$ cat src/rtl/spi_slave_pkg.sv
// Shared SPI responder definitions: word-length encoding, mode bit positions, FSM states.
// Latency: n/a (types, constants and a pure helper function only).
// Backpressure: n/a.
package spi_slave_pkg;

  // word_len encoding
  localparam logic [1:0] LEN_8  = 2'b00;
  localparam logic [1:0] LEN_16 = 2'b01;
  localparam logic [1:0] LEN_24 = 2'b10;
  localparam logic [1:0] LEN_32 = 2'b11;

  // bit positions inside spi_mode {CPOL,CPHA}
  localparam int MODE_CPOL = 1;
  localparam int MODE_CPHA = 0;

  typedef enum logic [1:0] {
    IDLE_ARM = 2'd0,
    IDLE     = 2'd1,
    SHIFT    = 2'd2,
    HOLD     = 2'd3
  } state_t;

  // number of bits in a frame for a given word_len code
  function automatic logic [5:0] len_bits(input logic [1:0] word_len);
    logic [5:0] n;
    n = 6'd32;
    case (word_len)
      LEN_8:  n = 6'd8;
      LEN_16: n = 6'd16;
      LEN_24: n = 6'd24;
      LEN_32: n = 6'd32;
    endcase
    return n;
  endfunction

endpackage

$ cat src/rtl/spi_slave_sync.sv
// Multi-flop synchronizer bringing one asynchronous pin into the GCLK domain.
// Latency: STAGES GCLK cycles from pin to dout.
// Backpressure: none; samples every cycle.
module spi_sync #(
  parameter int   STAGES  = 2,
  parameter logic RST_VAL = 1'b0
) (
  input  logic GCLK,
  input  logic RST,
  input  logic din,
  output logic dout
);

  logic [STAGES-1:0] sync_q;

  // shift the pin through the flop chain; reset to the idle level of the pin
  always_ff @(posedge GCLK) begin
    if (RST) sync_q <= {STAGES{RST_VAL}};
    else     sync_q <= {sync_q[STAGES-2:0], din};
  end

  assign dout = sync_q[STAGES-1];

endmodule

$ cat src/rtl/spi_slave.sv
// SPI responder: oversamples SCLK/CS/MOSI, shifts a latched TX word out on MISO, assembles the RX word.
// Latency: pin edge to action is SYNC_STAGES+1 GCLK; rx_valid_o coincides with the mosi_data_o update.
// Backpressure: none; the master paces the frame and must respect the 4-GCLK half-period/setup/hold limits.
module spi_slave
  import spi_slave_pkg::*;
#(
  parameter int   SYNC_STAGES = 2,
  parameter int   DATA_W      = 32,
  parameter logic MISO_IDLE   = 1'b0
) (
  input  logic              GCLK,
  input  logic              RST,
  input  logic [1:0]        spi_mode_i,
  input  logic [1:0]        word_len_i,
  input  logic [DATA_W-1:0] miso_data_i,
  output logic [DATA_W-1:0] mosi_data_o,
  output logic              rx_valid_o,
  output logic              tx_load_o,
  output logic              frame_err_o,
  output logic              busy_o,
  input  logic              SCLK_i,
  input  logic              CS_i,
  input  logic              MOSI_i,
  output logic              MISO_o
);

  logic sclk_s, cs_s, mosi_s;
  logic sclk_q, cs_q;

  spi_sync #(.STAGES(SYNC_STAGES), .RST_VAL(1'b0)) u_sync_sclk (
    .GCLK(GCLK), .RST(RST), .din(SCLK_i), .dout(sclk_s));
  spi_sync #(.STAGES(SYNC_STAGES), .RST_VAL(1'b1)) u_sync_cs (
    .GCLK(GCLK), .RST(RST), .din(CS_i), .dout(cs_s));
  spi_sync #(.STAGES(SYNC_STAGES), .RST_VAL(1'b0)) u_sync_mosi (
    .GCLK(GCLK), .RST(RST), .din(MOSI_i), .dout(mosi_s));

  state_t            state_q, state_d;
  logic [3:0]        prime_q;
  logic [1:0]        mode_q;
  logic [5:0]        len_n_q;
  logic [5:0]        bit_cnt_q;
  logic [DATA_W-1:0] tx_sr_q;
  logic [DATA_W-1:0] rx_sr_q;
  logic              miso_q;

  logic primed, cpol, cpha;
  logic sclk_edge, lead_edge, trail_edge, sample_edge, shift_edge;
  logic cs_fall, cs_rise, last_bit;
  logic do_load, do_sample, do_shift, do_done, do_err;
  logic [DATA_W-1:0] rx_next, tx_align;

  // The synchronizer outputs hold reset values for SYNC_STAGES cycles after reset;
  // IDLE_ARM must not trust cs_s until real pin data has flushed through.
  assign primed = (prime_q == 4'(SYNC_STAGES));

  assign cpol        = mode_q[MODE_CPOL];
  assign cpha        = mode_q[MODE_CPHA];
  assign sclk_edge   = sclk_s ^ sclk_q;
  assign lead_edge   = sclk_edge & (sclk_q == cpol);
  assign trail_edge  = sclk_edge & (sclk_s == cpol);
  assign sample_edge = cpha ? trail_edge : lead_edge;
  assign shift_edge  = cpha ? lead_edge  : trail_edge;
  assign cs_fall     = cs_q & ~cs_s;
  assign cs_rise     = ~cs_q & cs_s;
  assign last_bit    = (bit_cnt_q == (len_n_q - 6'd1));
  assign rx_next     = {rx_sr_q[DATA_W-2:0], mosi_s};
  // TX word left-aligned so the bit to send next is always the MSB of the shift register
  assign tx_align    = miso_data_i << (6'(DATA_W) - len_bits(word_len_i));

  assign busy_o = ~cs_s & (state_q != IDLE_ARM);
  assign MISO_o = ((state_q == SHIFT) || (state_q == HOLD)) ? miso_q : MISO_IDLE;

  // state register and post-reset priming counter
  always_ff @(posedge GCLK) begin
    if (RST) begin
      state_q <= IDLE_ARM;
      prime_q <= '0;
    end else begin
      state_q <= state_d;
      if (!primed) prime_q <= prime_q + 4'd1;
    end
  end

  // next state and datapath strobes; a completing sample wins over a same-cycle CS rise
  always_comb begin
    state_d   = state_q;
    do_load   = 1'b0;
    do_sample = 1'b0;
    do_shift  = 1'b0;
    do_done   = 1'b0;
    do_err    = 1'b0;
    case (state_q)
      IDLE_ARM: begin
        if (primed && cs_s) state_d = IDLE;
      end
      IDLE: begin
        if (cs_fall) begin
          do_load = 1'b1;
          state_d = SHIFT;
        end
      end
      SHIFT: begin
        if (sample_edge && last_bit) begin
          do_sample = 1'b1;
          do_done   = 1'b1;
          state_d   = cs_rise ? IDLE : HOLD;
        end else if (cs_rise) begin
          do_err  = 1'b1;
          state_d = IDLE;
        end else begin
          do_sample = sample_edge;
          do_shift  = shift_edge;
        end
      end
      HOLD: begin
        if (cs_rise) state_d = IDLE;
      end
      default: state_d = IDLE_ARM;
    endcase
  end

  // edge-detect history, frame configuration, shift registers and output pulses
  always_ff @(posedge GCLK) begin
    if (RST) begin
      sclk_q      <= 1'b0;
      cs_q        <= 1'b1;
      mode_q      <= '0;
      len_n_q     <= 6'd8;
      bit_cnt_q   <= '0;
      tx_sr_q     <= '0;
      rx_sr_q     <= '0;
      miso_q      <= MISO_IDLE;
      mosi_data_o <= '0;
      rx_valid_o  <= 1'b0;
      tx_load_o   <= 1'b0;
      frame_err_o <= 1'b0;
    end else begin
      sclk_q      <= sclk_s;
      cs_q        <= cs_s;
      tx_load_o   <= do_load;
      rx_valid_o  <= do_done;
      frame_err_o <= do_err;
      if (do_load) begin
        mode_q    <= spi_mode_i;
        len_n_q   <= len_bits(word_len_i);
        bit_cnt_q <= '0;
        rx_sr_q   <= '0;
        // CPHA=0 presents the first bit before any SCLK edge; CPHA=1 waits for the first leading edge
        if (spi_mode_i[MODE_CPHA]) begin
          tx_sr_q <= tx_align;
          miso_q  <= MISO_IDLE;
        end else begin
          tx_sr_q <= tx_align << 1;
          miso_q  <= tx_align[DATA_W-1];
        end
      end
      if (do_sample) begin
        rx_sr_q   <= rx_next;
        bit_cnt_q <= bit_cnt_q + 6'd1;
      end
      if (do_done) mosi_data_o <= rx_next;
      if (do_shift) begin
        miso_q  <= tx_sr_q[DATA_W-1];
        tx_sr_q <= tx_sr_q << 1;
      end
    end
  end

endmodule

$ cat config.mk
export PLATFORM = sky130hd
export DESIGN_NAME = spi_slave
export DESIGN_NICKNAME = d
export VERILOG_FILES = /design/src/rtl/spi_slave_pkg.sv /design/src/rtl/spi_slave_sync.sv /design/src/rtl/spi_slave.sv
export SDC_FILE = /design/constraint.sdc
export NUM_CORES = 1
export LEC_CHECK = 0
export BUFFER_PORTS_ARGS = -buffer_cell sky130_fd_sc_hd__buf_2
export CAP_MARGIN = 40
export CORE_MARGIN = 2
export CORE_UTILIZATION = 30
export CTS_BUF_LIST = sky130_fd_sc_hd__clkbuf_16
export DETAILED_ROUTE_END_ITERATION = 10
export GPL_TIMING_DRIVEN = 0
export RECOVER_POWER = 25
export SLEW_MARGIN = 5
export SYNTH_ARGS = -nofsm -noshare
export SYNTH_HDL_FRONTEND = slang
export SYNTH_HIERARCHICAL = 1
export SYNTH_SLANG_ARGS = --single-unit
$ cat constraint.sdc
create_clock -name GCLK -period 4.35 [get_ports GCLK]
set_input_delay 0.2175 -clock GCLK [delete_from_list [all_inputs] [get_ports GCLK]]
set_output_delay 0.2175 -clock GCLK [all_outputs]
set_load 0.01 [all_outputs]
After elaboration in Yosys (flattened, before gate mapping)
Index checks and enable logic that the tools add are counted.
{ "word_totals": {"ff_bits": 127, "out_inout_bits": 37, "rom_bits": 0, "latchBits": 0, "ram_bits": 0, "word_cells": 86, "memories": 0} }
{ "classes": {"muxes": 31, "bitwise": 9, "eq_ne": 12, "order_cmp": 0, "shifts": 1, "mul": 0, "div": 0, "n_addsub": 4, "n_reduce_logical": 11} }
{ "ops": {"columns": ["operator", "n"], "rows": [
  ["2-to-1 mux 32 bit", 3],
  ["2-to-1 mux 31 bit", 2],
  ["left shift 32 x 6 -> 32 bit", 1],
  ["case mux 6 bit (4 select lines)", 1],
  ["2-to-1 mux 1 bit", 17],
  ["2-to-1 mux 6 bit", 2],
  ["2-to-1 mux 2 bit", 5],
  ["equality test 2 bit (second input constant)", 4],
  ["case mux 2 bit (4 select lines)", 1],
  ["adder 6 x 1 -> 6 bit (second input constant)", 1],
  ["equality test 6 bit", 1],
  ["nonzero test 2 bit", 3],
  ["subtractor 6 x 1 -> 6 bit (second input constant)", 1],
  ["subtractor 6 bit (first input constant)", 1],
  ["bitwise AND 1 bit", 5],
  ["adder 4 x 1 -> 4 bit (second input constant)", 1],
  ["equality test 2 x 1 -> 1 bit (second input constant)", 2],
  ["equality test 4 x 2 -> 1 bit (second input constant)", 1],
  ["logical NOT 2 bit", 2],
  ["!= test 2 bit (second input constant)", 2],
  ["inverter 1 bit", 3],
  ["OR reduction 3 bit", 1],
  ["equality test 1 bit", 2],
  ["logical AND 1 bit", 2],
  ["4 further kinds", 4]
]} }

Longest topological paths before layout
{ "logic_depth": {"ltp_word": 7, "depth_mapped": 10, "mapped_depth_nobuf": 7} }

Hierarchy
The synthesis kept the hierarchy.
{ "modules_own_cells": {"columns": ["module", "area_per_inst_um2", "cells_each", "n_inst"], "rows": [
  ["spi_slave", 5660.4, 689, 1],
  ["spi_sync", 52.6, 4, 3]
]} }

Least setup slack after synthesis
No wires, ideal clock.
{ "synth_path": {"path_type": "reg2reg", "from": "register len_n_q[3]", "to": "register rx_sr_q[10]", "path_slack_ns": 2.419, "required_ns": 4.218, "arrival_ns": 1.799, "path_buffers": 2, "path_stages_with_launch": 10, "path_cell_list": "dfxtp_1 -> inv_1 -> ha_1 -> xnor2_1 -> nor4_4 -> o211ai_2 -> buf_4 -> buf_2 -> nand3_1 -> a21oi_1"} }
{ "synth_via": {"elab_chain_len": 6} }
{ "synth_lines": {"columns": ["element", "line_no", "rtl"], "rows": [
  ["start: declaration", "spi_slave.sv:40", "logic [5:0] len_n_q;"],
  ["start signal: assignment", "spi_slave.sv:145", "len_n_q <= len_bits(word_len_i);"],
  ["subtractor 6 x 1 -> 6 bit (*)", "spi_slave.sv:65", "assign last_bit = (bit_cnt_q == (len_n_q - 6'd1));"],
  ["equality test 6 bit (*)", "spi_slave.sv:65", null],
  ["logical AND 1 bit (*)", "spi_slave.sv:103", "if (sample_edge && last_bit) begin"],
  ["2-to-1 mux 1 bit (*)", "spi_slave.sv:103", null],
  ["2-to-1 mux 1 bit (*)", "spi_slave.sv:92", "case (state_q)"],
  ["2-to-1 mux 31 bit or nonzero test 2 bit (tied branches)", null, null],
  ["end signal: assignment", "spi_slave.sv:158", "rx_sr_q <= rx_next;"],
  ["end: declaration", "spi_slave.sv:43", "logic [DATA_W-1:0] rx_sr_q;"]
]} }
Mark *: on every way between the ends. The rest lies on a longest branch, timed or not.
A chain may end at the register's enable or synchronous reset.

Worst setup path in the final report
{ "layout_path": {"from": "register len_n_q[3]", "to": "register mosi_data_o[5]"} }
{ "layout_via": {"elab_chain_len": 5} }
{ "layout_lines": {"columns": ["element", "line_no", "rtl"], "rows": [
  ["subtractor 6 x 1 -> 6 bit", "spi_slave.sv:65", null],
  ["equality test 6 bit", "spi_slave.sv:65", null],
  ["logical AND 1 bit", "spi_slave.sv:103", null],
  ["2-to-1 mux 1 bit", "spi_slave.sv:103", null],
  ["2-to-1 mux 1 bit", "spi_slave.sv:92", null],
  ["end signal: assignment", "spi_slave.sv:161", "if (do_done) mosi_data_o <= rx_next;"],
  ["end: declaration", "spi_slave.sv:16", "output logic [DATA_W-1:0] mosi_data_o,"]
]} }
Every way passes these cells.

==> flow_summary.toml <==
[clock_tree]
clk_latency_ns = 0.42
cts.sinks = 124
clockBufferDepth = 2
tritoncts = "yes"
clk_pin_slew_ns = 0.06
cts_root_buffer = "clkbuf_16"
h-tree-depth = 4
cts_buffers = 17

[die]
fp.dieArea_um2 = 20500
initial_utilization_pct = 30.8
io_pins = 78
dieHeight_um = 143
die_w_um = 143
core-area_um2 = 18900
num_rows = 50

[drt]
wl_mm = 15.4
ant_nets = 0
drt-initial-drc-count = 421
drtPass1Iterations = 5
vias_per_cell = 4.95
drcViolationCount = 0
wl_per_cell_um = 14.4
num_vias = 5298

[outcome]
status = "complete, no violations"

[critical_path]
critPathKind = "flop to flop"
cp.required_ns = 4.63
max_stage_delay_ns = 0.42
crit_path_top_delay_cell = "nor4_4"
cp.arrival_ns = 2.56
path_cells = "inv_1, ha_1, xnor2_1, nor4_4, nand3_1, clkbuf_1, nand2_1, a21oi_1"
cp_top_family = "simple AND/OR/NAND/NOR gates"
critPathCaptureType = "flop"
path_buf_inv = 2
cp-start-kind = "flop"
cp_max_fo = 10

[timing]
period_needed_ns = 2.28
setup_viol = 0
slew_headroom_pct = 44.4
fin_tns_setup_ns = 0
finalHoldViolations = 0
fin_crit_sh_pct = 52.5
clock_skew_ns = 0.00784
tightestPinTransition_ns = 0.813
rsz0062_at_grt = "no"
hold_ws_ns = 0.0281
setup_slack_ns = 2.07
maxClockFrequency_mhz = 438
slew_viol_final = 0

[synth]
yosys_warnings = 6
ys_types = 52
yosysTopAreaCellShare_pct = 42.7
synth-seq-area-share_pct = 42.7
synth_edf_count = 0
synth_top_area_cell = "dfxtp_1"
synth_seq_cells = 124
netlist_area_um2 = 5820
synthesis.nets = 749
synthArstFlopShare_pct = 0
synth_area_leaders = "dfxtp_1 (43%), a21oi_1 (8.0%), nand2_1 (7.8%), mux2i_1 (6.5%), nand3_1 (3.7%)"
avgSynthCellArea_um2 = 8.30
ys_dominant_reg_cell = "dfxtp_1"
synthCells = 701

[pwr]
p_leak_nw = 2.55
p_per_area_nw_per_um2 = 401
peakVddDrop_v = 0.000238
total_power_w = 0.00283

[cells_and_area]
area_growth_pct = 21.4
fillers = 1986
antenna_cells = 0
drive_above_1_share_pct = 13.2
finish.utilization_pct = 37.4
nNetsFinal = 845

[hold_path]
min_path_type = "input port to flop"

[placed_design]
portBuffers = 76
gp_congestion = 0.858
dp_hpwl_mm = 11.1
dpl_worst_slack_ns = 2.04

[global_routing]
gr-total-overflow = 0
grt_max_degree = 17
grt_pass1_wl_mm = 25.3
first_global_vias = 4977
grt_antenna_before_repair = 0
grt_usage_pct = 15.6

[job]
cap_violations = 0
[routing by layer]
metal,up-vias,track usage [%],wire [µm]
li1,2661,-,-
met1,2483,20.8,7270
met2,131,24.3,7150
met3,23,3.55,660
met4,0,6.55,272
met5,-,0,0
[power breakdown]
| group | internal [W] | total [W] | switching [W] |
|---|---|---|---|
| Clock | 0.000840 | 0.00138 | 0.000537 |
| Combinational | 0.000114 | 0.000273 | 0.000159 |
| Sequential | 0.00116 | 0.00118 | 0.0000213 |
[area by class of cell]
| cell class | instances | area [µm²] | share of cell area (%) |
|---|---|---|---|
| clock buffers | 17 | 425 | 6.02 |
| inverters | 7 | 26.3 | 0.372 |
| plain buffers | 60 | 303 | 4.29 |
| flip-flops and latches | 124 | 2480 | 35.1 |
| repair buffers | 77 | 349 | 4.94 |
| clock inverters | 15 | 146 | 2.07 |
| well taps | 260 | 325 | 4.61 |
| multi-input cells | 510 | 3010 | 42.6 |
[placed cells by master, fill, tap and decap left out, types with 8 or more instances in the layout]
cell	instances
o21ai_0	10
nand2_1	121
a21oi_1	93
nor3_1	24
a211oi_1	10
dfxtp_1	124
inv_1	8
clkbuf_16	17
buf_4	8
nand3b_1	10
mux2i_1	38
buf_2	51
nand3_1	43
nor3b_1	9
a221oi_1	9
nor2_1	48
clkbuf_1	65
[worst paths after layout]
check                      startpoint                     to  slack, ns  cells past startpoint
setup reg to reg           len_n_q[3]         mosi_data_o[5]       2.07                      8
setup / recovery           len_n_q[3]         mosi_data_o[5]       2.07                      8
hold reg to reg   u_sync_cs/sync_q[0]    u_sync_cs/sync_q[1]       0.40                      1
hold / removal                 MOSI_i  u_sync_mosi/sync_q[0]       0.03                      2
[sequential cells by signal, summed over array words and instances, names as in the netlist, 3 cells and up]
signal / count
bit_cnt_q: 6
len_n_q: 3
mosi_data_o: 32
prime_q: 4
rx_sr_q: 31
tx_sr_q: 32
[cells in the mapped netlist, types with 7 or more instances]
cell / count
ha_1: 7
a221oi_1: 9
mux2i_1: 38
mux2_2: 7
a211oi_1: 10
nor2_1: 48
o21ai_0: 10
inv_1: 7
o21a_1: 7
buf_4: 8
clkbuf_1: 32
dfxtp_1: 124
buf_1: 7
o211ai_1: 7
nand2_1: 121
nor3_1: 24
nand3_1: 43
nor3b_1: 9
a21oi_1: 93
buf_2: 8
nand3b_1: 10
[timing repair]
action                                  in CTS  in global routing
gates resized for setup                      0                  0
buffers inserted                             0                  0
hold endpoints to repair                     1                  0
hold buffers                                 1                  0
endpoints found under the setup margin       0                  0
[cells by family after synthesis]
group | share of synthesized area (%)
adder cells (fa/ha/maj) | 1.51
AO/OA/AOI/OAI | 17.4
flip-flops | 42.7
AND/OR/NAND/NOR | 22.8
multiplexers | 8.67
buffers and inverters | 5.66
XOR/XNOR | 1.31
[stage by stage]
step	area (µm²)	cells
after global placement	6520	1037
after global routing	7060	1070
after floorplan	5820	701
after CTS	7110	1070
after detailed placement	6520	1037
final	7060	1070
[worst register-to-register path: cells and delay by family, from the launching register on]
family                     cells  cell delay (ns)
adders and majority gates      1             0.30
buffers and inverters          2             0.40
and+or+nand+nor                3             0.86
DFF                            1             0.36
AOI/OAI and AO/OA              1             0.07
xor gates and xnor gates       1             0.16
(Power assumes the default switching activity.)
